===== src/rtl/fp_addsub_sched.sv =====
// Round-robin front end that shares one fp add/sub pipeline between NUM_REQ requesters,
// tags each issue with its requester ID and routes results and sticky IEEE flags back.
module fp_addsub_sched #(
  parameter int NUM_REQ  = 4,
  parameter int PIPE_LAT = 3
) (
  input  logic                    clk,
  input  logic                    rst_n,
  input  logic [NUM_REQ-1:0]      req_valid,
  output logic [NUM_REQ-1:0]      req_ready,
  input  logic [32*NUM_REQ-1:0]   req_a,
  input  logic [32*NUM_REQ-1:0]   req_b,
  input  logic [NUM_REQ-1:0]      req_sub,
  input  logic [3*NUM_REQ-1:0]    req_rm,
  output logic [31:0]             pipe_in1,
  output logic [31:0]             pipe_in2,
  output logic [2:0]              pipe_rm,
  output logic                    pipe_valid_in,
  input  logic [31:0]             pipe_out,
  input  logic                    pipe_overflow,
  input  logic                    pipe_underflow,
  input  logic                    pipe_inexact,
  input  logic                    pipe_invalid,
  input  logic                    pipe_valid_out,
  output logic [NUM_REQ-1:0]      rsp_valid,
  output logic [31:0]             rsp_data,
  output logic [3:0]              rsp_flags,
  output logic [4*NUM_REQ-1:0]    sticky_flags,
  input  logic [NUM_REQ-1:0]      flag_clr,
  output logic                    seq_error
);

  localparam int IDW = $clog2(NUM_REQ);
  localparam int MW  = $clog2(PIPE_LAT + 1);
  localparam logic [IDW:0]         NUM_REQ_W = (IDW+1)'(NUM_REQ);
  localparam logic [IDW-1:0]       LAST_ID   = IDW'(NUM_REQ - 1);
  localparam logic [NUM_REQ-1:0]   ONE_HOT0  = NUM_REQ'(1);
  localparam logic [MW-1:0]        MASK_INIT = MW'(PIPE_LAT);

  logic [IDW-1:0]       rr_ptr_q, rr_ptr_d;
  logic [2*NUM_REQ-1:0] req_dbl;
  logic [NUM_REQ-1:0]   req_rot;
  logic                 grant_vld;
  logic [IDW-1:0]       grant_off, grant_id;
  logic [IDW:0]         grant_sum;
  logic [31:0]          sel_a, sel_b;
  logic                 sel_sub;
  logic [2:0]           sel_rm;

  logic [31:0]          pipe_in1_q, pipe_in2_q;
  logic [2:0]           pipe_rm_q;
  logic                 pipe_valid_in_q;
  logic [IDW-1:0]       issue_id_q;
  logic [PIPE_LAT-1:0]  tag_vld_q;
  logic [IDW-1:0]       tag_id_q [PIPE_LAT];
  logic [MW-1:0]        mask_q;

  logic [NUM_REQ-1:0]   rsp_valid_q;
  logic [31:0]          rsp_data_q;
  logic [3:0]           rsp_flags_q;
  logic [4*NUM_REQ-1:0] sticky_q, sticky_d;
  logic                 seq_error_q;

  logic                 rsp_fire, tag_mismatch;
  logic [IDW-1:0]       last_id;
  logic [3:0]           new_flags;

  // Rotate requests so bit 0 is the current round-robin head
  assign req_dbl = {req_valid, req_valid} >> rr_ptr_q;
  assign req_rot = req_dbl[NUM_REQ-1:0];

  always_comb begin
    grant_vld = 1'b0;
    grant_off = '0;
    for (int k = NUM_REQ - 1; k >= 0; k--) begin
      if (req_rot[k]) begin
        grant_vld = 1'b1;
        grant_off = IDW'(k);
      end
    end
  end

  assign grant_sum = {1'b0, rr_ptr_q} + {1'b0, grant_off};
  assign grant_id  = (grant_sum >= NUM_REQ_W) ? IDW'(grant_sum - NUM_REQ_W) : grant_sum[IDW-1:0];
  assign req_ready = grant_vld ? (ONE_HOT0 << grant_id) : '0;
  assign rr_ptr_d  = !grant_vld ? rr_ptr_q : ((grant_id == LAST_ID) ? '0 : grant_id + IDW'(1));

  always_comb begin
    sel_a   = '0;
    sel_b   = '0;
    sel_sub = 1'b0;
    sel_rm  = '0;
    for (int i = 0; i < NUM_REQ; i++) begin
      if (grant_id == IDW'(i)) begin
        sel_a   = req_a[32*i +: 32];
        sel_b   = req_b[32*i +: 32];
        sel_sub = req_sub[i];
        sel_rm  = req_rm[3*i +: 3];
      end
    end
  end

  assign rsp_fire     = pipe_valid_out && tag_vld_q[PIPE_LAT-1];
  assign tag_mismatch = pipe_valid_out ^ tag_vld_q[PIPE_LAT-1];
  assign last_id      = tag_id_q[PIPE_LAT-1];
  assign new_flags    = {pipe_invalid, pipe_overflow, pipe_underflow, pipe_inexact};

  // A response's flags land even if the same requester is clearing this cycle
  always_comb begin
    sticky_d = sticky_q;
    for (int i = 0; i < NUM_REQ; i++) begin
      sticky_d[4*i +: 4] = flag_clr[i] ? 4'b0000 : sticky_q[4*i +: 4];
      if (rsp_fire && (last_id == IDW'(i)))
        sticky_d[4*i +: 4] = sticky_d[4*i +: 4] | new_flags;
    end
  end

  always_ff @(posedge clk or negedge rst_n) begin
    if (!rst_n) begin
      rr_ptr_q        <= '0;
      pipe_in1_q      <= '0;
      pipe_in2_q      <= '0;
      pipe_rm_q       <= '0;
      pipe_valid_in_q <= 1'b0;
      issue_id_q      <= '0;
      tag_vld_q       <= '0;
      for (int s = 0; s < PIPE_LAT; s++) tag_id_q[s] <= '0;
      mask_q          <= MASK_INIT;
      rsp_valid_q     <= '0;
      rsp_data_q      <= '0;
      rsp_flags_q     <= '0;
      sticky_q        <= '0;
      seq_error_q     <= 1'b0;
    end else begin
      rr_ptr_q        <= rr_ptr_d;
      pipe_valid_in_q <= grant_vld;
      if (grant_vld) begin
        pipe_in1_q <= sel_a;
        pipe_in2_q <= {sel_b[31] ^ sel_sub, sel_b[30:0]};
        pipe_rm_q  <= sel_rm;
        issue_id_q <= grant_id;
      end
      tag_vld_q[0] <= pipe_valid_in_q;
      tag_id_q[0]  <= issue_id_q;
      for (int s = 1; s < PIPE_LAT; s++) begin
        tag_vld_q[s] <= tag_vld_q[s-1];
        tag_id_q[s]  <= tag_id_q[s-1];
      end
      // Results from before reset may still drain out of the pipeline
      if (mask_q != '0) mask_q <= mask_q - MW'(1);
      if ((mask_q == '0) && tag_mismatch) seq_error_q <= 1'b1;
      rsp_valid_q <= rsp_fire ? (ONE_HOT0 << last_id) : '0;
      if (rsp_fire) begin
        rsp_data_q  <= pipe_out;
        rsp_flags_q <= new_flags;
      end
      sticky_q <= sticky_d;
    end
  end

  assign pipe_in1      = pipe_in1_q;
  assign pipe_in2      = pipe_in2_q;
  assign pipe_rm       = pipe_rm_q;
  assign pipe_valid_in = pipe_valid_in_q;
  assign rsp_valid     = rsp_valid_q;
  assign rsp_data      = rsp_data_q;
  assign rsp_flags     = rsp_flags_q;
  assign sticky_flags  = sticky_q;
  assign seq_error     = seq_error_q;

endmodule


===== config.mk =====
export PLATFORM = sky130hd
export DESIGN_NAME = fp_addsub_sched
export DESIGN_NICKNAME = d
export VERILOG_FILES = /design/src/rtl/fp_addsub_sched.sv
export SDC_FILE = /design/constraint.sdc
export NUM_CORES = 1
export LEC_CHECK = 0
export CORE_AREA = 5 5 169 171
export CTS_CLUSTER_SIZE = 30
export DETAILED_ROUTE_END_ITERATION = 10
export DIE_AREA = 0 0 174 176
export GPL_TIMING_DRIVEN = 0
export HOLD_SLACK_MARGIN = 0.08
export PLACE_DENSITY = 0.63
export RECOVER_POWER = 25
export SYNTH_ARGS = -nofsm -noshare
export SYNTH_HDL_FRONTEND = slang
export SYNTH_SLANG_ARGS = --single-unit

===== constraint.sdc =====
create_clock -name clk -period 13 [get_ports clk]
set_clock_uncertainty 0.1 [all_clocks]
set_input_delay 3.25 -clock clk [delete_from_list [all_inputs] [get_ports clk]]
set_output_delay 3.25 -clock clk [all_outputs]
set_load 0.02 [all_outputs]

==> reports/qor.csv, run 1 <==
stage,metric,value,unit
worst_setup_path,crit_type,in -> out,
sta,tightest_slew,3.901,ns
synth,syn-num-nets,1143,
cells_and_area,n_antenna_cell,0,
cells_and_area,fin_nets,1609,
drt,ant_nets,0,
sta,setup_viol,0,
synth,ys_seq_elements,140,
synth,avgSynthCellArea,9.094,µm²
die,core.rowCount,60,
grt,grt_overflow,0,
synth,synth_compound_area_frac,0.2738,
die,io_pins,448,
cells_and_area,final_cell_mix,"445 x clkdlybuf4s50_1, 198 x a21oi_1, 138 x dfrtp_1",
worst_setup_path,endpoint_kind,output pin,
cells_and_area,n_fill_cell,2611,
synth,synthTopCellsByArea,"dfrtp_1 46%, a21oi_1 13%, nand3b_1 6.6%",
clock_tree,insertion_delay,0.41,ns
worst_setup_path,crit_required,9.65,ns
die,die-area,0.03062,mm²
clock_tree,clock_sinks,140,
run_status,failed_checks,"capacitance limit, slew limit",
flow_run,drv_cap,2,
clock_tree,holdBufCountCts,0,
pwr,total_power,3.649,mW
drt,dr.pass1.iters,4,
place,place_congestion,0.9254,
hold_path,min_delay_path_depth,0,
die,start_util,0.2780,
run_status,status,"finished, violations left",
hold_path,min-delay-start,tag_id_q[3],
grt,grt_usage,0.2125,
worst_setup_path,rr_startpoint,rr_ptr_q[1],
clock_tree,path_clk_slew,0.06,ns
synth,synth_area,0.007430,mm²
worst_setup_path,startpoint,req_valid[3],
place,dp_hpwl,27.27,mm
synth,yosysTopAreaCellShare,0.4648,
synth,synthFlopType,dfrtp_1,
clock_tree,h-tree-depth,4,
synth,ys_types,37,
sta,period_share,0.8016,
clock_tree,postCtsSetupBuffers,0,
sta,max-slew-margin-rel,-1.601,
drt,vias,8096,
worst_setup_path,cp_max_fo,10,
pwr,leakage,4.973,nW
synth,syn_inst,817,
die,core,0.02673,mm²
cells_and_area,drive_above_1_share,0.07253,
sta,finalHoldViolCount,0,
synth,synthSimpleGateAreaFrac,0.1251,
die,die_y,176,µm
worst_setup_path,reg2regPathDepth,16,
clock_tree,cts_made_buffers,17,
drt,vias_per_cell,4.946,
clock_tree,cts_tree,done,
grt,grt_max_degree,74,
clock_tree,clockRootBuffer,clkbuf_16,
synth,synthMuxAreaShare,0.05136,
sta,rsz0062_at_grt,false,
sta,fin_setup_tns,0,ns
sta,fin_crit,10.42,ns
grt,antenna_found_initial,0,
synth,synth_top_family_by_area,compound AO/OA/AOI/OAI gates,
cells_and_area,synthToLayoutAreaGrowth,74.07,%
pwr,vdd_drop_max,0.0001522,V
worst_setup_path,r2r_slack,9.39,ns
clock_tree,cts_buffer_depth,2,
worst_setup_path,r2r_end,pipe_in1[23],
synth,synthAdderAreaFrac,0.01179,
grt,grt_pass1_vias,8388,
worst_setup_path,cp.arrival,7.07,ns
pwr,pwr_density_cell,282.1,mW/mm²
grt,grt_pass1_wl,50.26,mm
synth,synth-xor-area-share,0.008252,
sta,finalMaxSlewViolations,143,
synth,seq_area_frac_synth,0.4719,
drt,routed_wl,34.14,mm
place,io_buffers,446,
drt,drt_iter0_markers,380,
sta,fmax,95.96,MHz
sta,hold_slack,0.2499,ns
cells_and_area,final_common_cell,clkdlybuf4s50_1,
clock_tree,cts_resized,0,
synth,synth_edf_count,0,
hold_path,min_to,last_id[1],
drt,wl_per_cell,20.86,µm
synth,synth_async_sr_flop_share,1.000,
synth,synth_top_area_cell,dfrtp_1,
drt,drc,0,
synth,yosysWarnings,0,
die,die_w,174,µm
hold_path,hp-class,reg -> reg,
worst_setup_path,startpoint_type,input pin,
==> kinds of logic (layout without fill, tap and decap cells) <==
kind of cell | Yosys count | count (layout)
compound gates | 362 | 362
xor+xnor | 7 | 7
mux | 34 | 34
simple gates | 167 | 167
fa+ha+maj | 7 | 7
flops | 140 | 140
buf+inv | 100 | 579
==> critical path, stage by stage <==
cell and delay, ns:
clkdlybuf4s50_1 0.65, nor2b_1 0.22, a21oi_1 0.06, o22ai_1 0.15, o21a_1 0.13, ha_1 0.15, xor2_1 0.17, xnor2_1 0.14
inv_1 0.12, ha_1 0.14, buf_2 0.25, buf_2 0.35, buf_1 0.46, and2_1 0.21, clkdlybuf4s50_1 0.60
==> cells in the mapped netlist, types with 7 or more instances <==
master / n
dfrtp_1: 138
o21ai_1: 40
a21oi_1: 198
clkbuf_1: 37
inv_1: 26
nand2_1: 79
nand3b_1: 65
buf_1: 10
buf_2: 19
ha_1: 7
mux2_2: 33
o21a_1: 65
o22ai_1: 17
o21ai_0: 32
==> routing by layer <==
metal  vias up  routed length [µm]  track usage
met5         -                   0            0
met4         0                1054      0.07456
met3        49                2607      0.05867
met2       361               16710       0.3713
met1      3851               13770       0.2521
li1       3835                   -            -
==> where the power goes <==
part	leakage (nW)	switching [mW]	internal, mW	total [mW]
clock network	0.290	0.207	0.307	0.514
logic	2.97	1.44	1.01	2.45
registers	1.72	0.0804	0.602	0.683
==> through the flow <==
step           utilization  worst slack, ns  instances  cell area, µm²
2_1_floorplan            -            4.305        817            7430
3_3_place_gp        0.4610            2.594       1604           12320
3_5_place_dp        0.4621            2.568       1605           12350
4_1_cts             0.4851            2.538       1637           12960
5_1_grt             0.4839            2.140       1637           12930
6_report            0.4839            2.579       1637           12930
==> final cells by class <==
| type | count | area (µm²) | share of cell area |
|---|---|---|---|
| clock buffers | 18 | 429.2 | 0.03319 |
| plain buffers | 73 | 327.8 | 0.02535 |
| clock inverters | 14 | 185.2 | 0.01432 |
| flip-flops and latches | 140 | 3506 | 0.2711 |
| well taps | 341 | 426.7 | 0.03299 |
| multi-input cells | 577 | 3495 | 0.2702 |
| inverters | 27 | 101.3 | 0.007837 |
| repair buffers | 447 | 4462 | 0.3450 |
==> how the worst max path moves through the flow <==
| stage | to | slack (ns) | cells after the start |
|---|---|---|---|
| floorplan | req_ready[2] | 4.30 | 14 |
| global placement | req_ready[2] | 2.59 | 15 |
| detailed placement | req_ready[2] | 2.57 | 15 |
| CTS | req_ready[2] | 2.54 | 15 |
| global route | pipe_in1[18] | 2.14 | 2 |
| finish | req_ready[2] | 2.58 | 15 |
==> sequential cells by signal, indices dropped and copies added, names as in the netlist <==
register and count:
pipe_in1 32, pipe_in2 32, rsp_data 32, sticky_flags 16, rsp_flags 4, rsp_valid 4
tag_id_q 4, pipe_rm 3, tag_vld_q 3, issue_id_q 2, last_id 2, mask_q 2
rr_ptr_q 2, pipe_valid_in 1, seq_error 1
(Power assumes the default switching activity.)
==> inputs of run 2 (changes only) <==
==> constraint.sdc (replaced) <==
create_clock -name clk -period 10.2 [get_ports clk]
set_clock_uncertainty 0.1 [all_clocks]
set_input_delay 2.55 -clock clk [delete_from_list [all_inputs] [get_ports clk]]
set_output_delay 2.55 -clock clk [all_outputs]
set_load 0.02 [all_outputs]
==> run 2 against run 1 <==
Against the previous run: non-clock buffer count did not move; largest power group unchanged; total power increased by 27%; highest routed layer unchanged; worst hold slack worse by 0.0014 ns; critical path depth is the same; first-iteration DRC count down 0.53%; the run still ends with capacitance limit, slew limit left; sequential share of layout area about the same; critical path type unchanged; clock power rose by 28%.
==> reports/qor.csv, run 2 (synthesis results as in run 1) <==
stage,metric,value,unit
run_status,status,"finished, violations left",
run_status,failed_checks,"capacitance limit, slew limit",
die,start_util,0.2780,
drt,routed-wl-met2,16.69,mm
sta,hold_slack,0.2485,ns
cells_and_area,final_cell_mix,"445 x clkdlybuf4s50_1, 198 x a21oi_1, 138 x dfrtp_1",
flow_run,drv_cap,1,
hold_path,hp-class,reg -> reg,
die,core,0.02673,mm²
die,io_pins,448,
sta,tightest_slew,3.899,ns
cells_and_area,multi_input_area,0.003495,mm²
cells_and_area,finalNonFillerCells,1637,
pwr,total_power,4.652,mW
die,die-area,0.03062,mm²
place,place_congestion,0.9254,
grt,grt_overflow,0,
die,core.rowCount,60,
sta,fmax,110.9,MHz
sta,finalMaxSlewViolations,68,
cells_and_area,n_antenna_cell,0,
drt,drc,0,
cells_and_area,regArea,0.003506,mm²
worst_setup_path,endpoint_kind,output pin,
sta,rsz0062_at_grt,false,
hold_path,min-delay-start,tag_id_q[3],
pwr,vdd_drop_max,0.0001940,V
cells_and_area,fin_nets,1609,
drt,drt_iter0_markers,378,
clock_tree,holdBufCountCts,0,
worst_setup_path,rr_startpoint,rr_ptr_q[1],
worst_setup_path,crit_type,in -> out,
worst_setup_path,reg2regPathDepth,16,
clock_tree,h-tree-depth,4,
drt,vias_per_cell,4.945,
clock_tree,clock_sinks,140,
drt,vias,8095,
place,dp_slack,1.168,ns
worst_setup_path,r2r_slack,6.59,ns
cells_and_area,final_common_cell,clkdlybuf4s50_1,
worst_setup_path,crit_required,7.55,ns
worst_setup_path,cp.arrival,6.37,ns
worst_setup_path,startpoint_type,input pin,
drt,maxUsedRoutingLayer,met4,
pwr,leakage,4.985,nW
grt,grt_pass1_vias,8388,
drt,dr.pass1.iters,4,
cells_and_area,drive_above_1_share,0.07330,
cells_and_area,synthToLayoutAreaGrowth,74.39,%
place,dpl.cell_count,1605,
clock_tree,cts_resized,0,
grt,antenna_found_initial,0,
clock_tree,cts_tree,done,
sta,max-slew-margin-rel,-1.599,
worst_setup_path,cp-endpoint,req_ready[2],
grt,grt_usage,0.2125,
clock_tree,cts_made_buffers,17,
place,io_buffers,446,
sta,setup_viol,0,
grt,grt_max_degree,74,
drt,drt-met1-wl,13.82,mm
sta,fin_ws,1.179,ns
worst_setup_path,r2r_end,pipe_in1[23],
drt,ant_nets,0,
clock_tree,clockRootBuffer,clkbuf_16,
die,die_w,174,µm
clock_tree,cts_buffer_depth,2,
grt,grt_pass1_wl,50.26,mm
sta,fin_crit,9.021,ns
sta,fin_setup_tns,0,ns
drt,wl_per_cell,20.86,µm
worst_setup_path,cp_max_fo,10,
sta,period_share,0.8844,
die,die_y,176,µm
sta,finalHoldViolCount,0,
clock_tree,postCtsSetupBuffers,0,
drt,wl_met3,2.572,mm
pwr,pwr_density_cell,359.0,mW/mm²
cells_and_area,n_fill_cell,2610,
worst_setup_path,startpoint,req_valid[3],
drt,routed_wl,34.14,mm
clock_tree,path_clk_slew,0.06,ns
clock_tree,insertion_delay,0.41,ns
place,dp_hpwl,27.27,mm
[run 2: cell count changes in the layout (fill, tap and decap cells not counted)]
cell,before,now
buf_16,0,1
clkbuf_1,40,39
[run 2: final cells by class]
class                      count  share of cell area
timing repair buffer         447              0.3462
sequential                   140              0.2706
multi-input combinational    577              0.2697
clock buffer                  18             0.03312
tap                          341             0.03293
buffer                        73             0.02530
clock inverter                14             0.01429
inverter                      27            0.007822
[run 2: critical path, cell delays in order]
cell and delay [ns]:
clkdlybuf4s50_1 0.65, nor2b_1 0.22, a21oi_1 0.06, o22ai_1 0.15, o21a_1 0.13, ha_1 0.15, xor2_1 0.17, xnor2_1 0.14
inv_1 0.12, ha_1 0.14, buf_2 0.25, buf_2 0.35, buf_1 0.46, and2_1 0.21, clkdlybuf4s50_1 0.60
[run 2: where the power goes]
part | switching, mW | internal [mW] | leakage [nW]
Clock | 0.264 | 0.391 | 0.290
Combinational | 1.84 | 1.29 | 2.98
Sequential | 0.102 | 0.767 | 1.72
[run 2: stage by stage]
| step | area, µm² | util |
|---|---|---|
| detailed placement | 12350 | 0.4621 |
| floorplan | 7430 | - |
| global placement | 12320 | 0.4610 |
| CTS | 12960 | 0.4851 |
| finish | 12960 | 0.4848 |
| global route | 12960 | 0.4848 |
[run 2: routing by layer]
metal,track usage,up-vias
met5,0,-
met4,0.07456,0
met3,0.05867,49
met2,0.3713,361
met1,0.2521,3846
li1,-,3839
[run 2: how the worst min path moves through the flow]
| stage | endpoint | slack (ns) | cells past startpoint |
|---|---|---|---|
| 6_report | last_id[1] | 0.25 | 0 |
| 3_3_place_gp | tag_id_q[3] | 0.24 | 0 |
| 3_5_place_dp | tag_id_q[2] | 0.24 | 0 |
| 4_1_cts | last_id[1] | 0.25 | 0 |
| 5_1_grt | tag_vld_q[2] | 0.26 | 0 |
| 2_1_floorplan | last_id[0] | 0.23 | 0 |
==> inputs of run 3 (changes only) <==
--- a/config.mk
+++ b/config.mk
@@ -5,6 +5,7 @@
 export SDC_FILE = /design/constraint.sdc
 export NUM_CORES = 1
 export LEC_CHECK = 0
+export CAP_MARGIN = 40
 export CORE_AREA = 5 5 169 171
 export CTS_CLUSTER_SIZE = 30
 export DETAILED_ROUTE_END_ITERATION = 10
==> run 3 against run 2 <==
Against the previous run: first-iteration DRC count is 11% lower; combinational power hardly changed; largest cell class unchanged; die area stayed put; the run still ends with capacitance limit, slew limit left; utilization stayed put; sequential share of layout area stayed put; cell count stayed put; total power is 0.16% lower; highest routed layer unchanged; clock power is 0.8% higher; sequential power hardly changed; fmax hardly changed; critical endpoint unchanged; register-to-register slack better by 0.05 ns; critical path depth stayed put.
==> reports/qor.csv, run 3 (synthesis results as in run 1) <==
stage,metric,value,unit
sta,setup_viol,0,
place,dpl.cell_count,1605,
pwr,pwr-share-comb,0.671,
pwr,p_sw,2.195,mW
worst_setup_path,cp_max_fo,10,
cells_and_area,finalNonFillerCells,1637,
place,io_buffers,446,
sta,period_share,0.8835,
clock_tree,postCtsSetupBuffers,0,
grt,grt_pass1_wl,50.63,mm
die,start_util,0.2780,
place,dp_hpwl,27.29,mm
sta,finalHoldViolCount,0,
pwr,swShare,0.4726,
worst_setup_path,cp.arrival,6.36,ns
cells_and_area,fin_area,0.01296,mm²
grt,grt_pass1_vias,8473,
cells_and_area,fin_nets,1609,
cells_and_area,n_antenna_cell,0,
sta,max-slew-margin-rel,-1.586,
sta,fin_setup_tns,0,ns
sta,fin_crit,9.012,ns
flow_run,drv_cap,1,
clock_tree,clock_sinks,140,
pwr,pwr_density_cell,358.5,mW/mm²
drt,routed_wl,34.12,mm
die,die_y,176,µm
clock_tree,cts_tree,done,
pwr,p_int,2.449,mW
cells_and_area,final_common_cell,clkdlybuf4s50_1,
place,postPlaceCellArea,0.01235,mm²
drt,wl_per_cell,20.84,µm
pwr,seq_power_share,0.187,
clock_tree,holdBufCountCts,0,
run_status,failed_checks,"capacitance limit, slew limit",
worst_setup_path,r2r_slack,6.64,ns
pwr,p_clk_frac,0.142,
clock_tree,clockRootBuffer,clkbuf_16,
grt,antenna_found_initial,0,
sta,tightest_slew,3.879,ns
sta,finalMaxSlewViolations,68,
place,place_congestion,0.9254,
hold_path,hp-class,reg -> reg,
sta,fmax,111.0,MHz
die,die-area,0.03062,mm²
clock_tree,path_clk_slew,0.06,ns
pwr,leakage,4.985,nW
die,io_pins,448,
cells_and_area,synthToLayoutAreaGrowth,74.39,%
worst_setup_path,crit_required,7.55,ns
pwr,vdd_drop_max,0.0001850,V
worst_setup_path,rr_startpoint,rr_ptr_q[1],
run_status,status,"finished, violations left",
grt,grt_overflow,0,
die,die_w,174,µm
cells_and_area,drive_above_1_share,0.07330,
drt,ant_nets,0,
grt,grt_usage,0.2142,
clock_tree,cts_buffer_depth,2,
worst_setup_path,endpoint_kind,output pin,
die,core.rowCount,60,
grt,grt_max_degree,74,
clock_tree,h-tree-depth,4,
hold_path,min-delay-start,tag_id_q[3],
sta,rsz0062_at_grt,false,
clock_tree,insertion_delay,0.42,ns
worst_setup_path,crit_type,in -> out,
worst_setup_path,startpoint_type,input pin,
die,core,0.02673,mm²
hold_path,min_to,last_id[1],
hold_path,min_delay_path_depth,0,
drt,drt_iter0_markers,335,
drt,vias_per_cell,4.913,
cells_and_area,final_core_util,0.4848,
clock_tree,cts_resized,0,
drt,dr.pass1.iters,5,
drt,drc,0,
clock_tree,cts_made_buffers,17,
worst_setup_path,r2r_end,pipe_in1[23],
drt,vias,8042,
cells_and_area,final_cell_mix,"445 x clkdlybuf4s50_1, 198 x a21oi_1, 138 x dfrtp_1",
worst_setup_path,reg2regPathDepth,16,
[run 3: worst max path at each step]
| stage | depth (start not counted) | startpoint | slack, ns | end |
|---|---|---|---|---|
| 2_1_floorplan | 14 | req_valid[2] | 2.90 | req_ready[2] |
| 3_3_place_gp | 1 | rst_n | 0.64 | pipe_in1[30] |
| 3_5_place_dp | 15 | req_valid[3] | 1.16 | req_ready[2] |
| 4_1_cts | 15 | req_valid[0] | 1.13 | req_ready[2] |
| 5_1_grt | 15 | req_valid[3] | 0.91 | req_ready[2] |
| 6_report | 15 | req_valid[3] | 1.19 | req_ready[2] |
[run 3: stage by stage]
stage | hold slack [ns] | power [mW] | setup slack [ns]
2_1_floorplan | 0.2312 | 2.793 | 2.905
3_3_place_gp | 0.2361 | 3.978 | 0.6387
3_5_place_dp | 0.2401 | 4.021 | 1.156
4_1_cts | 0.2519 | 4.698 | 1.131
5_1_grt | 0.2565 | 5.013 | 0.9075
6_report | 0.2485 | 4.644 | 1.188
[run 3: cell type report]
cell class	instances	area [µm²]
fillers	2592	13770
repair buffers	447	4486
flip-flops and latches	140	3506
multi-input cells	577	3495
clock buffers	18	429.2
well taps	341	426.7
plain buffers	73	327.8
clock inverters	14	185.2
inverters	27	101.3
[run 3: critical path, cell delays in order]
cell	delay, ns
clkdlybuf4s50_1	0.65
nor2b_1	0.22
a21oi_1	0.06
o22ai_1	0.15
o21a_1	0.13
ha_1	0.15
xor2_1	0.17
xnor2_1	0.14
inv_1	0.11
ha_1	0.14
buf_2	0.26
buf_2	0.36
buf_1	0.46
and2_1	0.21
clkdlybuf4s50_1	0.60
[run 3: power groups by stage]
stage          Clock (mW)  Sequential (mW)  Combinational, mW
4_1_cts             0.674            0.869               3.15
6_report            0.661            0.868               3.12
3_5_place_dp            0            0.878               3.14
3_3_place_gp            0            0.871               3.11
2_1_floorplan           0             1.06               1.73
5_1_grt             0.697            0.892               3.42
[run 3: routing by layer]
| layer | routed length [µm] | track usage |
|---|---|---|
| met5 | 0 | 0 |
| met4 | 1109 | 0.07654 |
| met3 | 2492 | 0.05953 |
| met2 | 16700 | 0.3715 |
| met1 | 13820 | 0.2558 |
